## src/rtl/mul_seq6801_pkg.sv

```systemverilog
// Shared CPU package slice: CC bit indices, MUL sequencer state type and helpers.
// Used by mul_seq6801 (optional feature macro: MUL_ZERO_SKIP_EN).
package mul_seq6801_pkg;

  // 6801 condition-code bit positions (bits 7:6 read as 1 on real silicon).
  localparam int CBIT = 0;
  localparam int VBIT = 1;
  localparam int ZBIT = 2;
  localparam int NBIT = 3;
  localparam int IBIT = 4;
  localparam int HBIT = 5;
  localparam int XBIT = 6;
  localparam int SBIT = 7;

  localparam int         MUL_ITERS    = 8;
  localparam logic [2:0] MUL_LAST_CNT = 3'(MUL_ITERS - 1);

  typedef enum logic [1:0] {
    IDLE = 2'd0,
    ITER = 2'd1,
    DONE = 2'd2
  } mul_state_t;

  // MUL touches only C, which takes bit 7 of the product (the rounding bit of B).
  function automatic logic [7:0] cc_mul_update(input logic [7:0] cc, input logic c);
    logic [7:0] r;
    r       = cc;
    r[CBIT] = c;
    return r;
  endfunction

endpackage

```

## src/rtl/mul_seq6801_step.sv

```systemverilog
// One shift-and-add step of the 6801 MUL: conditionally add mcand into hi,
// then shift the 17-bit {carry,hi,lo} right by one, keeping the low 16 bits.
module mul6801_step (
  input  logic [7:0]  hi,
  input  logic [7:0]  lo,
  input  logic [7:0]  mcand,
  output logic [15:0] nxt
);

  logic [8:0] sum;

  always_comb begin
    sum = {1'b0, hi} + (lo[0] ? {1'b0, mcand} : 9'd0);
    nxt = {sum, lo[7:1]};
  end

endmodule

```

## src/rtl/mul_seq6801.sv

```systemverilog
// Multi-cycle 6801 MUL sequencer: ACCD = ACCA * ACCB, one multiplier bit per clock.
// Optional MUL_ZERO_SKIP_EN: zero operand finishes immediately (not cycle-exact).
module mul_seq6801
  import mul_seq6801_pkg::*;
(
  input  logic        clk,
  input  logic        rst,
  input  logic        hold,
  input  logic        start,
  input  logic [7:0]  acca,
  input  logic [7:0]  accb,
  input  logic [7:0]  cc_in,
  output logic        busy,
  output logic        done,
  output logic [15:0] prod,
  output logic [7:0]  cc_out,
  output logic        cc_load
);

  // Handshake: start is a one-cycle request honoured only in IDLE or in the
  // done cycle (hold low); done is a one-cycle pulse with prod/cc_out valid,
  // and busy covers every cycle from the accepting edge to the edge after done.

  mul_state_t state;
  logic [7:0]  mcand;
  logic [7:0]  hi;
  logic [7:0]  lo;
  logic [2:0]  cnt;
  logic [15:0] step_nxt;
  logic        skip;

  mul6801_step u_step (
    .hi    (hi),
    .lo    (lo),
    .mcand (mcand),
    .nxt   (step_nxt)
  );

`ifdef MUL_ZERO_SKIP_EN
  assign skip = (acca == 8'h00) || (accb == 8'h00);
`else
  assign skip = 1'b0;
`endif

  always_ff @(posedge clk or posedge rst) begin
    if (rst) begin
      state <= IDLE;
      mcand <= 8'h00;
      hi    <= 8'h00;
      lo    <= 8'h00;
      cnt   <= 3'd0;
      busy  <= 1'b0;
      done  <= 1'b0;
      prod  <= 16'h0000;
    end else if (!hold) begin
      case (state)
        IDLE, DONE: begin
          done <= 1'b0;
          if (start) begin
            mcand <= acca;
            hi    <= 8'h00;
            lo    <= accb;
            cnt   <= 3'd0;
            busy  <= 1'b1;
            if (skip) begin
              state <= DONE;
              done  <= 1'b1;
              prod  <= 16'h0000;
            end else begin
              state <= ITER;
            end
          end else begin
            state <= IDLE;
            busy  <= 1'b0;
          end
        end
        ITER: begin
          {hi, lo} <= step_nxt;
          cnt      <= cnt + 3'd1;
          // The last step's result goes straight into prod so it is valid with done.
          if (cnt == MUL_LAST_CNT) begin
            state <= DONE;
            done  <= 1'b1;
            prod  <= step_nxt;
          end
        end
        default: begin
          state <= IDLE;
          busy  <= 1'b0;
          done  <= 1'b0;
        end
      endcase
    end
  end

  assign cc_out  = cc_mul_update(cc_in, prod[7]);
  assign cc_load = done;

endmodule

```

## config.mk

```make
export PLATFORM = sky130hd
export DESIGN_NAME = mul_seq6801
export DESIGN_NICKNAME = d
export VERILOG_FILES = /design/src/rtl/mul_seq6801_pkg.sv /design/src/rtl/mul_seq6801_step.sv /design/src/rtl/mul_seq6801.sv
export SDC_FILE = /design/constraint.sdc
export NUM_CORES = 1
export LEC_CHECK = 0
export ABC_AREA = 0
export CORE_MARGIN = 2
export CORE_UTILIZATION = 30
export CTS_BUF_LIST = sky130_fd_sc_hd__clkbuf_8 sky130_fd_sc_hd__clkbuf_16
export DETAILED_ROUTE_END_ITERATION = 10
export GPL_ROUTABILITY_DRIVEN = 0
export SLEW_MARGIN = 10
export SYNTH_ARGS = -nofsm -noshare
export SYNTH_HDL_FRONTEND = slang
export SYNTH_SLANG_ARGS = --single-unit
```

## constraint.sdc

```tcl
create_clock -name clk -period 2.4 [get_ports clk]
set_input_delay 0.48 -clock clk [delete_from_list [all_inputs] [get_ports clk]]
set_output_delay 0.48 -clock clk [all_outputs]
set_load 0.02 [all_outputs]
```

==> summary.txt <==
Setup path
  – Critical path type: flip-flop to flip-flop
  – Crit end category: flip-flop
  – Critical path launch point type: flip-flop
  – Arrival @ worst endpoint: 2430 ps
  – Data required, critical path: 2570 ps
  – Crit-path max FO: 3

Clock tree
  – Clock sinks: 46
  – Clk slew on worst S/H paths: 80 ps
  – Clock root cell: clkbuf_8
  – Clk buf depth: 2
  – H-tree levels: 2
  – Total CTS buffers: 5
  – Clk_lat worst skew: 300 ps
  – Post-CTS Setup Inserts: 0
  – CTS tree: built

Power
  – Overall power: 3.074 mW
  – VDD IR max: 0.0003212 V
  – Cell Pwr Density: 1109 nW/um^2
  – Pleak: 1.252 nW

Outcome
  – Status: completed

Synth
  – Sequential area share after synthesis: 0.5157
  – Post-synth ARST share: 1.000
  – Count leader, synth: dfrtp_1
  – Distinct cells, synth: 34
  – Post-Syn Area: 2232 sq um
  – Commonest cells post-synth: dfrtp_1, nand2_1, o21ai_0, mux2_2, ha_1
  – Syn Area/Cell: 11.45 sq um
  – Synth area leader: dfrtp_1
  – #FFs+latches synth: 46
  – Synth Net Count: 234
  – Share of the synthesized area in the top cell type: 0.5157
  – Yosys warnings: 0
  – Synth area leaders: dfrtp_1, ha_1, mux2_2
  – Top FF cell, synth: dfrtp_1
  – Cells after Synth: 195
  – Number of synthesized flops with an enable pin: 0

Layout
  – Finished Layout Cells: 328
  – Final core occ: 0.3841
  – ANT cells: 0
  – Area Overhead vs Synth: 24.16%
  – Nets@finish: 268
  – Share of cells above drive strength 1: 0.1310

Floorplanning
  – Chip width: 90.26 um
  – DIE HEIGHT: 90.26 um
  – Die area: 8147 sq um
  – Core box area: 7214 sq um
  – # rows: 31
  – Initial Utilization: 0.3094
  – I/O Pins: 55

Place
  – Post-DP HPWL: 2963 um
  – I/O Buffers: 39
  – Placed insts: 321
  – Dpl ws: 21.37 ps

Timing
  – Max Freq: 0.4420 GHz
  – Tmin final: 2263 ps
  – Slew Limit Headroom: 0.3388
  – Post-route setup slack: 137.5 ps
  – Final Cycle Share: 0.9427
  – Slew Limit Fails: 0
  – WHS: 488.9 ps
  – Final setup viols: 0
  – Worst-Margin Slew: 990.7 ps
  – Clock skew: 10.16 ps
  – Final Hold Viols: 0

Route
  – Pre-antenna DRT Iters: 4
  – # DRC: 0
  – Via density: 4.479
  – WL/cell: 12.91 um
  – Routed WL: 4234 um
  – Vias: 1469
  – Antenna viol nets, final: 0
  – DRT iter0 DRCs: 39

GRT
  – Initial antenna violation count: 0
  – Grt met2 use: 0.1635
  – First-pass GRT wire length: 7293 um
  – Grt ovf: 0
  – Total track usage: 0.1124
  – GRT met1 Usage: 0.1566
  – Met3 Use GR: 0.03255
  – Number of global-route vias before repair: 1498
  – Largest net degree at the start of global routing: 47
  – Gr busiest metal: met2

Run
  – Max cap viols: 0

Min path
  – Worst hold path type: flip-flop to flip-flop
-- worst paths after layout --
kind / end / startpoint / slack, ps / cells after the start
min: busy / busy / 490 / 1
min reg2reg: busy / busy / 490 / 1
max: hi[5] / mcand[0] / 140 / 8
max in group asynchronous: hi[5] / rst / 1640 / 3
max reg2reg: hi[5] / mcand[0] / 140 / 8
min in group asynchronous: prod[0] / rst / 530 / 3
-- placed cells by master, fill, tap and decap left out, types with 4 or more instances in the layout --
master           count
dfrtp_1             46
and2_1               8
o21ai_0             17
o21ai_1              8
mux2_1               7
ha_1                10
mux2_2              11
clkdlybuf4s50_1     39
nand2_1             25
a21oi_1              4
mux2i_1              8
clkbuf_8             5
a22o_1               4
-- through the flow --
step / setup TNS (ps) / cell area, sq um
3_3_place_gp: 0 / 2685
5_1_grt: -12.21 / 2771
2_1_floorplan: 0 / 2232
6_report: 0 / 2771
3_5_place_dp: 0 / 2685
4_1_cts: 0 / 2764
-- final cells by class --
cell class	count	area, sq um
clock buffer	5	68.82
timing repair buffer	42	425.4
sequential	46	1151
multi-input combinational	133	988.4
inverter	1	3.754
tap	99	123.9
clock inverter	2	10.01
fill	746	4443
-- registers in the layout, indices dropped and copies added, names as in the netlist --
name   flops
cnt        3
state      2
lo         8
busy       1
mcand      8
prod      16
hi         8
-- worst max-delay path, stage by stage, from the launching register on --
cell and delay (ps):
dfrtp_1 400, and2_1 170, ha_1 210, fa_1 430, a211o_1 310, a21o_1 170, a21oi_2 180, xor2_2 190
o21ai_1 80
-- report_power, final --
group	internal (mW)	total (mW)	switching, mW
Clock	0.196	0.450	0.254
Combinational	0.664	1.36	0.700
Sequential	1.08	1.26	0.182
-- logic make-up after synthesis --
family	Yosys count	synth area share
flops	46	0.5157
compound gates	47	0.1300
simple gates	44	0.09810
xor+xnor	5	0.01962
mux	26	0.1267
buf+inv	16	0.04484
fa+ha+maj	11	0.06502
-- layer usage --
layer	vias to the layer above	wire [um]	part of all wire
met5	-	0	0
met4	0	61	0.014
met3	5	243	0.057
met2	33	1839	0.43
met1	693	2090	0.49
li1	738	-	-
-- timing repair --
action	in CTS	in global routing
hold buffers	0	0
setup endpoints to repair	0	2
resized for setup	0	1
No activity file was read; power rests on OpenSTA's default activity.
